--- src/rtl/serial_tx.sv ---
// Bit-serial transmitter: start bit, WIDTH data bits LSB first, stop bit,
// each bit held for DIV clocks, with a valid/ready word handshake.
module serial_tx #(
  parameter int WIDTH = 8,
  parameter int DIV   = 4
) (
  input  logic             i_clk,
  input  logic             i_clr,
  input  logic [WIDTH-1:0] i_din,
  input  logic             i_valid,
  output logic             o_ready,
  output logic             o_tx,
  output logic             o_busy,
  output logic             o_done
);

  localparam int DW = (DIV > 1) ? $clog2(DIV) : 1;
  localparam int BW = ($clog2(WIDTH + 1) > 1) ? $clog2(WIDTH + 1) : 1;

  localparam logic [DW-1:0] DIV_LAST = DW'(DIV - 1);
  localparam logic [BW-1:0] BIT_LAST = BW'(WIDTH - 1);

  typedef enum logic [1:0] {
    IDLE  = 2'd0,
    START = 2'd1,
    DATA  = 2'd2,
    STOP  = 2'd3
  } state_t;

  state_t           r_state;
  logic [DW-1:0]    r_divCnt;
  logic [BW-1:0]    r_bitCnt;
  logic [WIDTH-1:0] r_shreg;
  logic [WIDTH-1:0] w_shNext;
  logic             w_bitEnd;

  assign w_shNext = r_shreg >> 1;
  assign w_bitEnd = (r_divCnt == DIV_LAST);
  assign o_ready  = (r_state == IDLE) && !i_clr;

  // tx always carries the bit that the state being entered will present.
  always_ff @(posedge i_clk) begin
    if (i_clr) begin
      r_state  <= IDLE;
      r_divCnt <= '0;
      r_bitCnt <= '0;
      r_shreg  <= '0;
      o_tx     <= 1'b1;
      o_busy   <= 1'b0;
      o_done   <= 1'b0;
    end else begin
      o_done <= 1'b0;
      unique case (r_state)
        IDLE: begin
          if (i_valid) begin
            r_shreg  <= i_din;
            r_divCnt <= '0;
            r_bitCnt <= '0;
            r_state  <= START;
            o_tx     <= 1'b0;
            o_busy   <= 1'b1;
          end
        end
        START: begin
          if (w_bitEnd) begin
            r_divCnt <= '0;
            r_state  <= DATA;
            o_tx     <= r_shreg[0];
          end else begin
            r_divCnt <= r_divCnt + DW'(1);
          end
        end
        DATA: begin
          if (w_bitEnd) begin
            r_divCnt <= '0;
            r_shreg  <= w_shNext;
            if (r_bitCnt == BIT_LAST) begin
              r_bitCnt <= '0;
              r_state  <= STOP;
              o_tx     <= 1'b1;
            end else begin
              r_bitCnt <= r_bitCnt + BW'(1);
              o_tx     <= w_shNext[0];
            end
          end else begin
            r_divCnt <= r_divCnt + DW'(1);
          end
        end
        STOP: begin
          if (w_bitEnd) begin
            r_divCnt <= '0;
            r_state  <= IDLE;
            o_tx     <= 1'b1;
            o_busy   <= 1'b0;
            o_done   <= 1'b1;
          end else begin
            r_divCnt <= r_divCnt + DW'(1);
          end
        end
        default: begin
          r_state <= IDLE;
          o_tx    <= 1'b1;
          o_busy  <= 1'b0;
        end
      endcase
    end
  end

endmodule

--- config.mk ---
export PLATFORM = sky130hd
export DESIGN_NAME = serial_tx
export DESIGN_NICKNAME = d
export VERILOG_FILES = /design/src/rtl/serial_tx.sv
export SDC_FILE = /design/constraint.sdc
export NUM_CORES = 1
export LEC_CHECK = 0
export ABC_CLOCK_PERIOD_IN_PS = 4600
export BUFFER_PORTS_ARGS = -buffer_cell sky130_fd_sc_hd__buf_2
export CORE_MARGIN = 2
export CORE_UTILIZATION = 35
export DETAILED_ROUTE_END_ITERATION = 12
export MAX_ROUTING_LAYER = met4
export SYNTH_ARGS = -nofsm -noshare
export SYNTH_HDL_FRONTEND = slang
export SYNTH_SLANG_ARGS = --single-unit
--- constraint.sdc ---
create_clock -name i_clk -period 4.6 [get_ports i_clk]
set_input_delay 0.46 -clock i_clk [delete_from_list [all_inputs] [get_ports i_clk]]
set_output_delay 0.46 -clock i_clk [all_outputs]
set_load 0.1 [all_outputs]
==> impl_metrics.ini <==
[outcome]
outcome = finished, final reports clean

[routing]
dr.first_iter.drc_count = 26
drt-total-wl_microns = 2600
viasPerCell = 5.60
dr.pass1.iters = 4
ant_nets = 0
drc = 0
vias = 968
wire_per_inst_microns = 15.0

[clock_tree]
path_clk_slew_ns = 0.12
root_buffer = clkbuf_4
clockBufferDepth = 2
cts_made_buffers = 3
cts_resized = 0
clkLatencyLatePin_ns = 0.30
tritoncts = done
cts_max_level = 1
hold_buffers = 0
post_cts_buffers = 0
cts_sinks = 19

[yosys]
synth_xor_xnor_area_share = 0
synthAdderAreaFrac = 0.0791
synth_cell_types = 41
async_flop_share = 0
synth-seq-cells = 19
synth_compound_area_frac = 0.185
syn_inst = 122
synth_flop_cell = dfxtp_1
synthMuxAreaShare = 0.0802
yosysWarnings = 0
synthesis.area_sq_um = 1110
syn_avg_cell_area_sq_um = 9.08
syn-num-nets = 140
yosys.area_share.simple = 0.238
synth_edf_count = 0
yosysSeqAreaShare = 0.344
synth_top_family_by_area = simple AND/OR/NAND/NOR gates

[critical_path]
rr_startpoint = r_state[0]$_SDFFE_PP0P_
worstPathArrival_ns = 2.57
start_kind = flip-flop
slowest_delay_ns = 0.72
r2r_cells = 5
cp_max_fo = 22
crit_required_ns = 4.84
path_class = reg2reg
path_cells = inv_1 > ha_1 > nor2b_1 > o311ai_0 > o211ai_1
rr_endpoint = r_bitCnt[3]$_SDFFE_PP0P_
r2r_setup_slack_ns = 2.27
cp_slowest_cell = nor2b_1
crit_path_end_kind = flip-flop

[place]
place.gp.congestion = 0.761
port_buffers = 14
hpwl_microns = 1790

[floorplanning]
core-area_sq_um = 3030
fp.dieH_microns = 60.2
start_util = 0.366
die_w_microns = 60.2
dieArea_sq_um = 3630
rows = 20
io-pin-count = 15

[timing]
worst_pin_slew_ns = 1.20
relSlewSlack = 0.199
finalCriticalPeriod_ns = 2.33
finalHoldViolations = 0
tns_ns = 0
finalSetupViolCount = 0
slew_violations = 0
clock_skew_ns = 0.00232
fin_crit_sh = 0.507
fmax_mhz = 429
rsz0062_at_grt = false

[hold_path]
hp-start = r_divCnt[1]$_SDFFE_PP0P_
hold_end = r_divCnt[1]$_SDFFE_PP0P_
holdPathStages = 2
hold_path_class = reg2reg

[power]
leakage_nw = 0.463
ir_worst_vdd_v = 0.000195
power_w = 0.000701
p_per_area_nw_per_um2 = 588

[global_routing]
grt_max_degree = 23
track_usage = 0.166
first_global_vias = 944
antenna_found_initial = 0
grt_pass1_wl_microns = 4400
grt_overflow = 0

[final_layout]
drive_gt1_frac = 0.233
area.growth.synth_to_final_pct = 7.68
nets = 148
insertedDiodeCount = 0

[flow_run]
cap_violations = 0
state kept, by name, summed over array words and instances (netlist names):
signal / count
o_busy: 1
o_done: 1
o_tx: 1
r_bitCnt: 4
r_divCnt: 2
r_shreg: 8
r_state: 2
power breakdown:
part | switching [W] | internal (W)
clock network | 0.0000564 | 0.0000338
registers | 0.0000269 | 0.000206
logic | 0.000240 | 0.000138
metrics by stage:
step / util / instances / instance area (sq um) / hold WS (ns) / setup slack (ns)
global placement: 0.385 / 169 / 1170 / 0.444 / 2.41
detailed placement: 0.385 / 169 / 1170 / 0.460 / 2.31
finish: 0.394 / 173 / 1190 / 0.474 / 2.27
floorplan: - / 122 / 1110 / 0.436 / 2.11
CTS: 0.394 / 173 / 1190 / 0.477 / 2.28
global route: 0.394 / 173 / 1190 / 0.517 / 2.01
placed cells by master (no fill, tap or decap), types with 2 or more instances in the layout:
master and n:
clkbuf_4 3, mux2_2 7, nand2_1 5, nand3b_1 2, or2_2 3, a21o_1 2, a31oi_1 7, nand4_1 4
nor2b_1 4, ha_1 7, inv_1 4, buf_2 14, dfxtp_1 19, nor3_1 7, o21ai_0 2, nand2b_1 2
nand3_1 2, a21oi_1 7, o31ai_1 2, nor4_1 7
kinds of logic (layout without fill, tap and decap cells):
kind of cell    count (synthesis)  count (layout)
fa+ha+maj                       7               7
buf+inv                        15              22
mux                             8               8
compound gates                 29              29
simple gates                   44              44
flops                          19              19
worst max-delay path by stage:
stage,start,to,slack (ns),cells past startpoint
2_1_floorplan,r_state[0]$_SDFFE_PP0P_,o_ready,2.11,3
3_3_place_gp,r_state[0]$_SDFFE_PP0P_,o_tx$_SDFFE_PP1P_,2.41,5
3_5_place_dp,r_state[0]$_SDFFE_PP0P_,o_tx$_SDFFE_PP1P_,2.31,5
4_1_cts,r_state[0]$_SDFFE_PP0P_,o_tx$_SDFFE_PP1P_,2.28,5
5_1_grt,r_state[0]$_SDFFE_PP0P_,r_bitCnt[3]$_SDFFE_PP0P_,2.01,5
6_report,r_state[0]$_SDFFE_PP0P_,r_bitCnt[3]$_SDFFE_PP0P_,2.27,5
area by class of cell:
cell class | count | area [sq um]
Sequential cell | 19 | 380
Inverter | 4 | 15.0
Tap cell | 44 | 55.1
Fill cell | 320 | 1840
Clock buffer | 4 | 26.3
Multi-Input combinational cell | 88 | 646
Timing Repair Buffer | 14 | 70.1
critical path, delay by kind of cell (launching register included):
kind / cells / cell delay (ns)
compound gates: 2 / 0.39
simple gates: 1 / 0.72
buf+inv: 1 / 0.11
fa+ha+maj: 1 / 0.68
flops: 1 / 0.36
synthesized netlist by cell type (all sizes together), types with 2 or more instances:
master	n	area, sq um
a21o	2	15.0
a21oi	7	35.0
a221oi	2	23.8
a31oi	7	43.8
buf	7	50.1
clkbuf	4	16.3
dfxtp	19	380
ha	7	87.6
inv	4	15.0
mux2	7	78.8
nand2	5	18.8
nand2b	2	12.5
nand3	2	10.0
nand3b	2	15.0
nand4	4	25.0
nor2b	4	25.0
nor3	7	35.0
nor4	7	43.8
o21ai	2	10.0
o311ai	2	17.5
o31ai	2	15.0
or2	3	18.8
or3	2	17.5
per-layer routing:
metal / wire (microns) / share of wire / vias up / global-route usage
met1: 1200 / 0.46 / 455 / 0.219
met4: 22 / 0.0085 / 0 / 0.0571
met3: 103 / 0.040 / 4 / 0.0325
li1: - / - / 479 / -
met2: 1270 / 0.49 / 30 / 0.252
met5: 0 / 0 / - / -
No activity file was read; power rests on OpenSTA's default activity.
